$ cat config.mk
export PLATFORM = sky130hd
export DESIGN_NAME = mc14500b_loader
export DESIGN_NICKNAME = d
export VERILOG_FILES = /design/src/rtl/mc14500b_loader.sv
export SDC_FILE = /design/constraint.sdc
export NUM_CORES = 2
export LEC_CHECK = 0
export BUFFER_PORTS_ARGS = -buffer_cell sky130_fd_sc_hd__buf_2
export CORE_ASPECT_RATIO = 1.5
export CORE_MARGIN = 8
export CORE_UTILIZATION = 55
export CTS_CLUSTER_DIAMETER = 150
export CTS_CLUSTER_SIZE = 25
export DETAILED_ROUTE_END_ITERATION = 8
export PLACE_DENSITY = 0.72
export SYNTH_ARGS = -nofsm -noshare
export SYNTH_HDL_FRONTEND = slang
export SYNTH_SLANG_ARGS = --single-unit
$ cat constraint.sdc
create_clock -name clk -period 6.1 [get_ports clk]
set_clock_uncertainty 0.2 [all_clocks]
set_input_delay 1.22 -clock clk [delete_from_list [all_inputs] [get_ports clk]]
set_output_delay 1.22 -clock clk [all_outputs]
set_load 0.02 [all_outputs]
$ cat src/rtl/mc14500b_loader.sv
// Program loader and run controller for the MC14500B core: buffers a streamed
// program, then sequences reset / write burst / reset and watches for a halt.
module mc14500b_loader #(
  parameter int unsigned DEPTH   = 256,
  parameter int unsigned LEN_W   = 9,
  parameter int unsigned TIMEOUT = 1023,
  parameter logic [3:0]  HALT_OP = 4'hF
) (
  input  logic             clk,
  input  logic             rst,
  input  logic             load_start,
  input  logic [LEN_W-1:0] load_len,
  input  logic             word_valid,
  input  logic [11:0]      word_data,
  output logic             word_ready,
  input  logic             stop,
  input  logic [3:0]       opcode,
  output logic             core_rst,
  output logic             core_program_write,
  output logic [11:0]      core_program_cmd,
  output logic             busy,
  output logic             done,
  output logic             halted,
  output logic             error
);
  localparam int unsigned ADDR_W  = (DEPTH > 1) ? $clog2(DEPTH) : 1;
  localparam int unsigned STALL_W = $clog2(TIMEOUT + 1);

  typedef enum logic [2:0] {IDLE, FILL, PRE_RST, BURST, POST_RST, RUN} state_t;

  state_t             state, state_next;
  logic [LEN_W-1:0]   len, wcnt, rcnt;
  logic [STALL_W-1:0] stall_cnt;
  logic [11:0]        mem [DEPTH];

  logic len_ok, accept, last_word, last_read, timeout;
  logic error_next, done_next, halted_next;

  assign len_ok    = (load_len != '0) && (load_len <= LEN_W'(DEPTH));
  assign accept    = (state == FILL) && word_valid && !stop;
  assign last_word = (wcnt == len - LEN_W'(1));
  assign last_read = (rcnt == len);
  assign timeout   = (state == FILL) && !word_valid &&
                     (stall_cnt == STALL_W'(TIMEOUT - 1));

  // NOTE: sequential state uses non-blocking assignments so every register
  // samples the pre-edge values of its neighbours, independent of block order.
  always_ff @(posedge clk or posedge rst) begin
    if (rst) state <= IDLE;
    else     state <= state_next;
  end

  // NOTE: every signal assigned here gets a default first, so no path leaves
  // it unassigned and no latch is inferred.
  always_comb begin
    state_next  = state;
    error_next  = 1'b0;
    done_next   = 1'b0;
    halted_next = 1'b0;
    case (state)
      IDLE: begin
        if (load_start) begin
          if (len_ok) state_next = FILL;
          else        error_next = 1'b1;
        end
      end
      FILL: begin
        if (accept && last_word) begin
          state_next = PRE_RST;
        end else if (timeout) begin
          state_next = IDLE;
          error_next = 1'b1;
        end
      end
      PRE_RST:  state_next = BURST;
      BURST:    if (last_read) state_next = POST_RST;
      POST_RST: begin
        state_next = RUN;
        done_next  = 1'b1;
      end
      RUN: begin
        if (opcode == HALT_OP) begin
          state_next  = IDLE;
          halted_next = 1'b1;
        end
      end
      default: state_next = IDLE;
    endcase
    // stop overrides acceptance, timeout and halt detection
    if (stop && state != IDLE) begin
      state_next  = IDLE;
      error_next  = 1'b0;
      done_next   = 1'b0;
      halted_next = 1'b0;
    end
  end

  always_ff @(posedge clk or posedge rst) begin
    if (rst) begin
      len       <= '0;
      wcnt      <= '0;
      rcnt      <= '0;
      stall_cnt <= '0;
    end else begin
      if (state == IDLE && load_start && len_ok) begin
        len       <= load_len;
        wcnt      <= '0;
        rcnt      <= '0;
        stall_cnt <= '0;
      end
      if (accept) begin
        wcnt      <= wcnt + LEN_W'(1);
        stall_cnt <= '0;
      end else if (state == FILL) begin
        stall_cnt <= stall_cnt + STALL_W'(1);
      end
      // rcnt runs one word ahead of the word on core_program_cmd
      if (state_next == BURST) rcnt <= rcnt + LEN_W'(1);
      if (state != IDLE && state_next == IDLE) begin
        wcnt      <= '0;
        rcnt      <= '0;
        stall_cnt <= '0;
      end
    end
  end

  // NOTE: the program buffer has no reset; its contents are only read after
  // being written by the current load, so clearing it would buy nothing.
  always_ff @(posedge clk) begin
    if (accept) mem[wcnt[ADDR_W-1:0]] <= word_data;
  end

  always_ff @(posedge clk or posedge rst) begin
    if (rst) begin
      core_rst           <= 1'b1;
      core_program_write <= 1'b0;
      core_program_cmd   <= '0;
      word_ready         <= 1'b0;
      busy               <= 1'b0;
      done               <= 1'b0;
      halted             <= 1'b0;
      error              <= 1'b0;
    end else begin
      core_rst           <= state_next inside {IDLE, FILL, PRE_RST, POST_RST};
      core_program_write <= state_next inside {PRE_RST, BURST, POST_RST};
      core_program_cmd   <= (state_next == BURST) ? mem[rcnt[ADDR_W-1:0]] : 12'h000;
      word_ready         <= (state_next == FILL);
      busy               <= (state_next != IDLE);
      done               <= done_next;
      halted             <= halted_next;
      error              <= error_next;
    end
  end

endmodule

==> flow_metrics.tcl <==
set metrics [dict create \
    outcome "finished clean" \
    globalRoute.totalOverflow 0 \
    cts_root_buffer "clkbuf_16" \
    dieWidth_um 402.1 \
    postSynthAreaPerCell_um2 19.42 \
    cp_slowest_cell "dfrtp_4" \
    synth_seq_cells 3131 \
    drt_first_pass_iters 5 \
    synthesis.yosys.warnings 0 \
    holdBufCountCts 0 \
    synth_nets 6371 \
    rows 212 \
    gr-usage-all-layers_pct 26.92 \
    worst_path_dominant_cell_family "flip-flops" \
    endpoint_kind "flip-flop" \
    synth-edff-count 3072 \
    gp_routability_congestion 0.9208 \
    design.core.area_um2 222300 \
    cts_inserted_buffers 151 \
    layout.cell_area.non_filler_um2 131700 \
    worstPathMaxFanout 43 \
    max_stage_delay_ns 1.19 \
    report.final.hold_viol_count 0 \
    max_transition_margin_pct 6.886 \
    antenna_violations_before_repair 10 \
    finalCriticalPeriod_ns 5.254 \
    timing.reg2reg.setup_slack_ns 0.85 \
    routed_wirelength_um 330100 \
    cts_htree_levels 4 \
    areaGrowthSynthToFinish_pct 7.046 \
    seq_area_frac_synth_pct 76.20 \
    syn_area_um2 123000 \
    post_synthesis_cell_type_count 81 \
    timing.critical_path.required_ns 6.62 \
    max_clock_freq_mhz 190.3 \
    most_frequent_cell_on_critical_path "buf_12" \
    dpl.hpwl_um 204700 \
    critPathArrivalTime_ns 5.78 \
    floorplan.die_area_um2 239300 \
    slew_violations 0 \
    pwr-share-clk_pct 29.1 \
    synth_ff_type "edfxtp_1" \
    grt_pass1_wl_um 465700 \
    power_share_of_the_sequential_group_pct 63.3 \
    fin_crit_sh_pct 86.13 \
    post_synth_main_area_contributors "edfxtp_1 (75%), mux4_2 (7.9%), mux2i_1 (5.4%), a221oi_1 (1.8%), dfrtp_1 (1.2%)" \
    fin_tns_setup_ns 0 \
    worst_slew_pin_slew_ns 1.392 \
    via_count 64097 \
    drt-vias-per-instance 6.828 \
    mostFrequentLayoutCell "edfxtp_1" \
    synth_top_area_share_pct 75.00 \
    path_buf_inv 3 \
    timing.rr.start "rcnt[0]" \
    wire_per_inst_um 35.17 \
    max_cap_violations 0 \
    setup.worst_path.class "flip-flop to flip-flop" \
    net-switching-power_uw 8212 \
    destination_of_the_worst_register_to_register_timing_path "core_program_cmd[0]" \
    cts-resized-gates 0 \
    cts_max_path_bufs 4 \
    drt-initial-drc-count 8413 \
    synth_cells 6333 \
    first_global_vias 63380 \
    worst_skew_pair.late_latency_ns 0.86 \
    path_cells "buf_12 -> buf_12 -> buf_4 -> mux4_2 -> nor3_1 -> a211oi_1 -> nor4_1 -> a41oi_1 -> a21o_1" \
    final_nets 6490 \
    timing.critical_path.depth 9 \
    worst_setup_path_start_kind "flip-flop" \
    io_buffers 48 \
    post-cts-setup-buffer-count 0 \
    cellLeakagePower_uw 0.03863 \
    internal_power_uw 29390 \
    hold_path_class "primary input to asynchronous set/reset pin" \
    boundaryPins 49 \
    place_area_um2 127600 \
    drt_drc_violations_left 0 \
    antenna_violating_nets_post_route 0 \
    clk_pin_slew_ns 0.10 \
    drive_gt1_share_pct 15.82 \
    count_of_clock_tree_sinks 3131 \
    final-setup-viol-count 0 \
    power-per-cell-area_nw_per_um2 285.6 \
    finalPower_uw 37600 \
    start_util_pct 55.34 \
    synth_async_sr_flop_share_pct 1.884 \
    post-synth-top-area-cell "edfxtp_1" \
    mostFrequentLayoutCells "edfxtp_1 (3072), mux2i_1 (668), mux4_2 (430), nor2_1 (345), buf_4 (271)" \
    grt_max_degree 169 \
    comb_power_share_pct 7.5 \
    ff2ff_path_depth 9 \
    max_vdd_drop_mv 0.2403 \
    power.switching_fraction_pct 21.84 \
    die_height_um 595.2 \
    rsz_0062_raised_after_global_routing "no" \
    clock_tree_from_tritoncts "built" \
]
## power groups by stage
stage          Clock, µW  Sequential [µW]  Combinational, µW
2_1_floorplan          0            24200               1870
3_3_place_gp           0            24300               2750
3_5_place_dp           0            24300               2810
4_1_cts            11000            23800               2820
5_1_grt            11600            23800               2980
6_report           11000            23800               2830
## metrics by stage
stage	setup WS [ns]	util [%]	instances	hold slack (ns)
6_report	0.8461	59.24	9387	0.05231
4_1_cts	1.034	59.23	9379	0.004063
3_3_place_gp	1.138	57.40	9187	0.3168
5_1_grt	0.9867	59.23	9381	0.04379
3_5_place_dp	1.054	57.41	9187	0.3258
2_1_floorplan	2.371	-	6333	0.3032
## layer usage
metal,vias to the layer above,routed length (µm),global-route usage (%)
met5,-,24,0
met4,4,25750,16.92
met3,821,30980,4.280
met2,3855,160800,44.34
met1,33202,112600,33.59
li1,26215,-,-
## cells in the mapped netlist (all sizes together) (8+ instances only)
cell    instances
nand4          20
nor2          350
mux2           27
nand2         123
mux2i         668
a221oi        256
or3             9
mux4          430
a21oi          95
nor4           15
buf           219
inv            16
nor2b          15
or2            11
a221o          60
nand2b         13
xnor2          22
a211oi         31
o21ai         173
a21o           10
o211ai         29
nand3          94
o31ai          13
a211o           9
a31oi          28
dfrtp          58
edfxtp       3072
o22ai          21
a22oi          89
nor3           81
ha              8
clkbuf        178
## logic make-up (layout without fill, tap and decap cells)
family          Yosys count  count (layout)  share of synthesized area, %
flops                  3131            3131                         76.20
mux                    1125            1125                         13.56
compound gates          881             881                         5.283
simple gates            748             748                         2.710
buf+inv                 415             573                         1.994
xor+xnor                 25              25                        0.1780
fa+ha+maj                 8               8                       0.08138
other cells               0               7                             0
## flip-flops by register name, summed over array words and instances (netlist names)
signal,count
rcnt,9
core_rst,1
stall_cnt,10
state,3
mem,3072
busy,1
core_program_write,1
core_program_cmd,12
halted,1
done,1
len,9
word_ready,1
error,1
wcnt,9
## worst max path at each step
| stage | from | to |
|---|---|---|
| 2_1_floorplan | stop | mem[104][0] |
| 3_3_place_gp | rcnt[0] | core_program_cmd[0] |
| 3_5_place_dp | stop | mem[99][6] |
| 4_1_cts | rcnt[0] | core_program_cmd[0] |
| 5_1_grt | rcnt[0] | core_program_cmd[0] |
| 6_report | rcnt[0] | core_program_cmd[0] |
## layout make-up
| type | count | area [µm²] |
|---|---|---|
| inverter | 18 | 80.08 |
| tap | 2889 | 3615 |
| fill | 15746 | 90610 |
| clock buffer | 189 | 4006 |
| antenna | 7 | 17.52 |
| multi-input combinational | 2787 | 26920 |
| timing repair buffer | 363 | 3246 |
| clock inverter | 3 | 37.54 |
| sequential | 3131 | 93750 |
(Power assumes the default switching activity.)
